--- src/rtl/uart_tx_arbiter.sv ---
// uart_tx_arbiter: shares one UART TX FIFO write port between N_REQ byte-stream
// requesters. Round-robin grant, locked for a whole packet (until a byte marked
// last is written), with eviction of an owner that goes silent mid-packet.
//
// state  | meaning
// -------+-----------------------------------------------------------------
// S_IDLE | no owner; pick the next valid requester after grant_id
// S_XFER | grant_id owns the FIFO port until its last byte or idle timeout
module uart_tx_arbiter #(
  parameter int N_REQ        = 4,
  parameter int GNT_W        = 2,
  parameter int IDLE_TIMEOUT = 1024,
  parameter int CNT_W        = 16
) (
  input  logic                 clk,
  input  logic                 rst_n,
  input  logic [N_REQ-1:0]     req_valid,
  input  logic [8*N_REQ-1:0]   req_data,
  input  logic [N_REQ-1:0]     req_last,
  output logic [N_REQ-1:0]     req_ready,
  input  logic                 tx_fifo_full,
  output logic                 tx_fifo_wr_en,
  output logic [7:0]           tx_fifo_din,
  output logic                 busy,
  output logic [GNT_W-1:0]     grant_id,
  output logic                 abort_pulse,
  output logic [CNT_W-1:0]     pkt_count
);

  localparam int IDLE_W = (IDLE_TIMEOUT > 2) ? $clog2(IDLE_TIMEOUT) : 1;
  localparam logic [IDLE_W-1:0] IDLE_LAST = IDLE_W'(IDLE_TIMEOUT - 1);

  typedef enum logic {S_IDLE, S_XFER} state_t;

  state_t            state, state_nxt;
  logic [IDLE_W-1:0] idle_cnt;
  logic              pick_vld;
  logic [GNT_W-1:0]  pick_id;
  int                best_dist;
  logic              own_valid;
  logic              own_last;
  logic [7:0]        own_data;

  // Select the current owner's valid/last/data lanes.
  always_comb begin
    own_valid = 1'b0;
    own_last  = 1'b0;
    own_data  = 8'h00;
    for (int i = 0; i < N_REQ; i++) begin
      if (GNT_W'(i) == grant_id) begin
        own_valid = req_valid[i];
        own_last  = req_last[i];
        own_data  = req_data[8*i +: 8];
      end
    end
  end

  // Round-robin pick: the valid requester at the smallest distance after grant_id
  // wins, so the previous owner is always the last candidate.
  always_comb begin
    pick_vld  = 1'b0;
    pick_id   = grant_id;
    best_dist = N_REQ;
    for (int i = 0; i < N_REQ; i++) begin
      if (req_valid[i] &&
          ((i + 2*N_REQ - int'(grant_id) - 1) % N_REQ) < best_dist) begin
        pick_vld  = 1'b1;
        pick_id   = GNT_W'(i);
        best_dist = (i + 2*N_REQ - int'(grant_id) - 1) % N_REQ;
      end
    end
  end

  // State register.
  always_ff @(posedge clk or negedge rst_n) begin
    if (!rst_n) state <= S_IDLE;
    else        state <= state_nxt;
  end

  // Next state: arbitrate in IDLE, leave XFER on last byte written or eviction.
  always_comb begin
    state_nxt = state;
    case (state)
      S_IDLE: if (pick_vld) state_nxt = S_XFER;
      S_XFER: if ((tx_fifo_wr_en && own_last) || abort_pulse) state_nxt = S_IDLE;
      default: state_nxt = S_IDLE;
    endcase
  end

  // Outputs: only the owner sees ready, and only while the FIFO has room.
  always_comb begin
    req_ready     = '0;
    tx_fifo_wr_en = 1'b0;
    tx_fifo_din   = 8'h00;
    busy          = 1'b0;
    abort_pulse   = 1'b0;
    if (state == S_XFER) begin
      busy = 1'b1;
      for (int i = 0; i < N_REQ; i++) begin
        if (GNT_W'(i) == grant_id) req_ready[i] = !tx_fifo_full;
      end
      tx_fifo_wr_en = own_valid && !tx_fifo_full;
      if (tx_fifo_wr_en) tx_fifo_din = own_data;
      abort_pulse = !own_valid && (idle_cnt == IDLE_LAST);
    end
  end

  // Grant register, silent-owner counter and completed-packet counter.
  // A full stall with valid held high is not silence, so the counter holds.
  always_ff @(posedge clk or negedge rst_n) begin
    if (!rst_n) begin
      grant_id  <= GNT_W'(N_REQ - 1);
      idle_cnt  <= '0;
      pkt_count <= '0;
    end else begin
      if (state == S_IDLE) begin
        idle_cnt <= '0;
        if (pick_vld) grant_id <= pick_id;
      end else begin
        if (tx_fifo_wr_en || abort_pulse) idle_cnt <= '0;
        else if (!own_valid)              idle_cnt <= idle_cnt + IDLE_W'(1);
        if (tx_fifo_wr_en && own_last)    pkt_count <= pkt_count + CNT_W'(1);
      end
    end
  end

endmodule

--- config.mk ---
export PLATFORM = sky130hd
export DESIGN_NAME = uart_tx_arbiter
export DESIGN_NICKNAME = d
export VERILOG_FILES = /design/src/rtl/uart_tx_arbiter.sv
export SDC_FILE = /design/constraint.sdc
export NUM_CORES = 1
export LEC_CHECK = 0
export ABC_AREA = 0
export CAP_MARGIN = 40
export CORE_MARGIN = 2
export CORE_UTILIZATION = 30
export DETAILED_ROUTE_END_ITERATION = 16
export GPL_TIMING_DRIVEN = 0
export SLEW_MARGIN = 30
export SYNTH_ARGS = -nofsm -noshare
export SYNTH_HDL_FRONTEND = slang
export SYNTH_SLANG_ARGS = --single-unit
--- constraint.sdc ---
create_clock -name clk -period 8.01 [get_ports clk]
set_input_delay 1.602 -clock clk [delete_from_list [all_inputs] [get_ports clk]]
set_output_delay 1.602 -clock clk [all_outputs]
set_load 0.05 [all_outputs]
==> results of run 1 <==
==> power by group through the flow <==
stage | clock network [W] | logic [W] | registers (W)
floorplan | 0 | 0.000456 | 0.000256
global placement | 0 | 0.000690 | 0.000209
detailed placement | 0 | 0.000702 | 0.000209
CTS | 0.000118 | 0.000704 | 0.000207
global route | 0.000126 | 0.000777 | 0.000211
finish | 0.000116 | 0.000698 | 0.000206
==> metrics by stage <==
| step | utilization (%) | instances |
|---|---|---|
| floorplan | - | 253 |
| global placement | 43.95 | 424 |
| detailed placement | 43.88 | 424 |
| CTS | 45.08 | 432 |
| global route | 45.08 | 432 |
| finish | 45.08 | 432 |
==> critical path: stages <==
cell and delay [ps]:
clkdlybuf4s50_1 590, nor2b_1 90, a21oi_2 360, and2_4 220, buf_6 120, nand2_1 210
nor2_1 190, clkdlybuf4s50_1 810
==> how the worst max path moves through the flow <==
| stage | from | end | slack [ps] | depth (start not counted) |
|---|---|---|---|---|
| after CTS | req_valid[3] | tx_fifo_din[4] | 2200 | 8 |
| after detailed placement | req_valid[3] | tx_fifo_din[4] | 2200 | 8 |
| after global routing | req_valid[3] | tx_fifo_din[4] | 2000 | 8 |
| after floorplan | req_valid[2] | tx_fifo_din[0] | 3330 | 6 |
| after global placement | req_valid[3] | tx_fifo_din[4] | 2210 | 8 |
| final | req_valid[3] | tx_fifo_din[4] | 2210 | 8 |
==> layout make-up <==
class,instances,area [sq um]
buffer,9,42.54
multi-input combinational,205,1340
sequential,29,728.2
tap,96,120.1
fill,695,3772
clock inverter,2,10.01
clock buffer,6,72.57
timing repair buffer,75,745.7
inverter,10,37.54
==> layer usage <==
metal  part of all wire (%)  up-vias  global-route usage (%)
met1                     46      979                   20.20
met3                    6.3        7                   4.571
met4                   0.86        0                   2.755
met5                      0        -                       0
met2                     47       47                   26.66
li1                       -     1072                       -
==> flip-flops by register name (all words and copies together), names as in the netlist <==
register   cells
grant_id       2
idle_cnt      10
pkt_count     16
state          1
==> cells in the mapped netlist (3+ instances only) <==
master	count	area [sq um]
a211oi_1	5	37.54
a21oi_1	14	70.07
a221oi_1	8	70.07
and3_1	7	43.79
clkbuf_1	7	26.28
dfrtp_1	27	675.7
ha_1	12	150.1
inv_1	10	37.54
nand2_1	23	86.33
nand2b_1	3	18.77
nand3_1	10	50.05
nand4_1	8	50.05
nor2_1	28	105.1
nor2b_1	11	68.82
nor3_1	18	90.09
o21ai_0	3	15.01
xnor2_1	15	131.4
xor2_1	7	61.31
==> kinds of logic (layout without fill, tap and decap cells) <==
group / Yosys count / count (layout) / share of synthesized area [%]
and+or+nand+nor: 121 / 121 / 29.76
AOI/OAI and AO/OA: 48 / 48 / 16.02
DFF: 29 / 29 / 33.90
xor gates and xnor gates: 22 / 22 / 8.969
buffers and inverters: 19 / 102 / 3.728
adders and majority gates: 12 / 12 / 6.989
other: 1 / 1 / 0.1746
muxes: 1 / 1 / 0.4659
==> impl_metrics.csv, run 1 <==
group,metric,value,unit
run_status,status,"finished clean",
routing,dr.pass1.iters,4,
synth,syn_avg_cell_area,8.491,sq um
power_and_ir_drop,combPwrFrac,68.4,%
power_and_ir_drop,power.density,329.7,nW/um^2
power_and_ir_drop,static-leakage-power,1.284,nW
placed_design,gp_congestion,0.7900,
timing,max_freq,172.5,MHz
die,core,6869,sq um
synth,synth_area,2148,sq um
synth,synth_nets,308,
grt,grt_pass1_vias,2098,
die,io_pins,76,
routing,viasPerCell,4.873,
die,std_cell_rows,30,
critical_path,worstPathArrival,4200,ps
synth,synthArstFlopShare,100.0,%
cells_and_area,final_nets,390,
routing,vias,2105,
clock_network,clkLatencyLatePin,280,ps
worst_hold_path,hold_class,"register to register",
clock_network,cts_tree,"done",
timing,timing.hold.ws,476.5,ps
grt,grt_usage,15.74,%
cells_and_area,final_area,3097,sq um
placed_design,post_dp_cell_area,3014,sq um
power_and_ir_drop,p_total,0.001021,W
timing,hold_viol,0,
cells_and_area,mostFrequentLayoutCell,"clkdlybuf4s50_1",
routing,ant_nets,0,
cells_and_area,drive_above_1_share,5.952,%
critical_path,cp-end-kind,"output port",
power_and_ir_drop,vdd_drop_max,0.1735,mV
critical_path,r2r_setup_slack,3720,ps
timing,finalCritPeriodShare,72.37,%
power_and_ir_drop,p_sw,0.0005143,W
clock_network,hold_buffers,0,
placed_design,post-place-ws,2204,ps
synth,synth.distinct_cells,47,
power_and_ir_drop,p_sw_share,50.38,%
power_and_ir_drop,p_int,0.0005066,W
timing,min_period,5797,ps
clock_network,clk_path_buf_depth,2,
critical_path,ff2ff_path_depth,15,
grt,grt_max_degree,30,
placed_design,io_buffer_count,75,
worst_hold_path,hp-start,"pkt_count[15]",
clock_network,cts.sinks,29,
critical_path,timing.rr.end,"grant_id[0]",
worst_hold_path,holdPathEnd,"pkt_count[15]",
clock_network,cts_setup_buffers,0,
critical_path,cp-start-kind,"input pin",
critical_path,worst-setup-path-type,"input pin to output port",
clock_network,cts_resized,0,
clock_network,root_buffer,"clkbuf_8",
routing,drt_wl_total,5.929,mm
grt,antenna_found_initial,0,
grt,overflow,0,
worst_hold_path,hold_depth,1,
critical_path,crit_fanout,10,
cells_and_area,mostFrequentLayoutCells,"clkdlybuf4s50_1, nor2_1, dfrtp_1",
die,die_h,88.62,microns
timing,worst_slew_pin_slew,714.2,ps
placed_design,dp_hpwl,4.521,mm
cells_and_area,syn_to_final_growth,44.15,%
timing,setup_viol,0,
routing,drtIter0Drc,71,
timing,setup_tns,0,ps
critical_path,cp.required,6410,ps
timing,finClkSkew,9.198,ps
power_and_ir_drop,p_seq_share,20.2,%
critical_path,rr_startpoint,"grant_id[0]",
synth,synth_seq_area_share,33.90,%
clock_network,cts_buffers,5,
synth,synth-main-ff-cell,"dfrtp_1",
cells_and_area,diodes,0,
die,start_util,31.28,%
die,die_w,88.62,microns
grt,grt_pass1_wl,9.832,mm
synth,synth-edff-count,0,
die,dieArea,7854,sq um
timing,rsz0062_at_grt,"no",
timing,relSlewSlack,52.39,%
routing,drc,0,
clock_network,htreeDepth,2,
clock_network,cts.clk_slew.worst_paths,60,ps
synth,ys_ff_latch,29,
job,maxCapViolations,0,
timing,worst_slack,2213,ps
power_and_ir_drop,p_clk_share,11.4,%
routing,wire_per_inst,13.72,microns
synth,synth_cells,253,
timing,drv_slew,0,
synth,ys_warn_count,0,
Note: power is estimated with default switching activity, not from simulation.
==> run 2: changes to the inputs <==
clock period = 5.1 ns   (was 8.01 ns; I/O delays follow)
==> results of run 2 <==
Same layout as run 1 (identical final DEF). Status: finished clean.
Among the figures that moved: setup slack after placement 2204 ps -> 457.9 ps; setup slack after layout 2213 ps -> 466.9 ps; register-to-register setup slack 3720 ps -> 810 ps; total power 0.001021 W -> 0.001603 W; worst IR drop on VDD 0.1735 mV -> 0.2725 mV
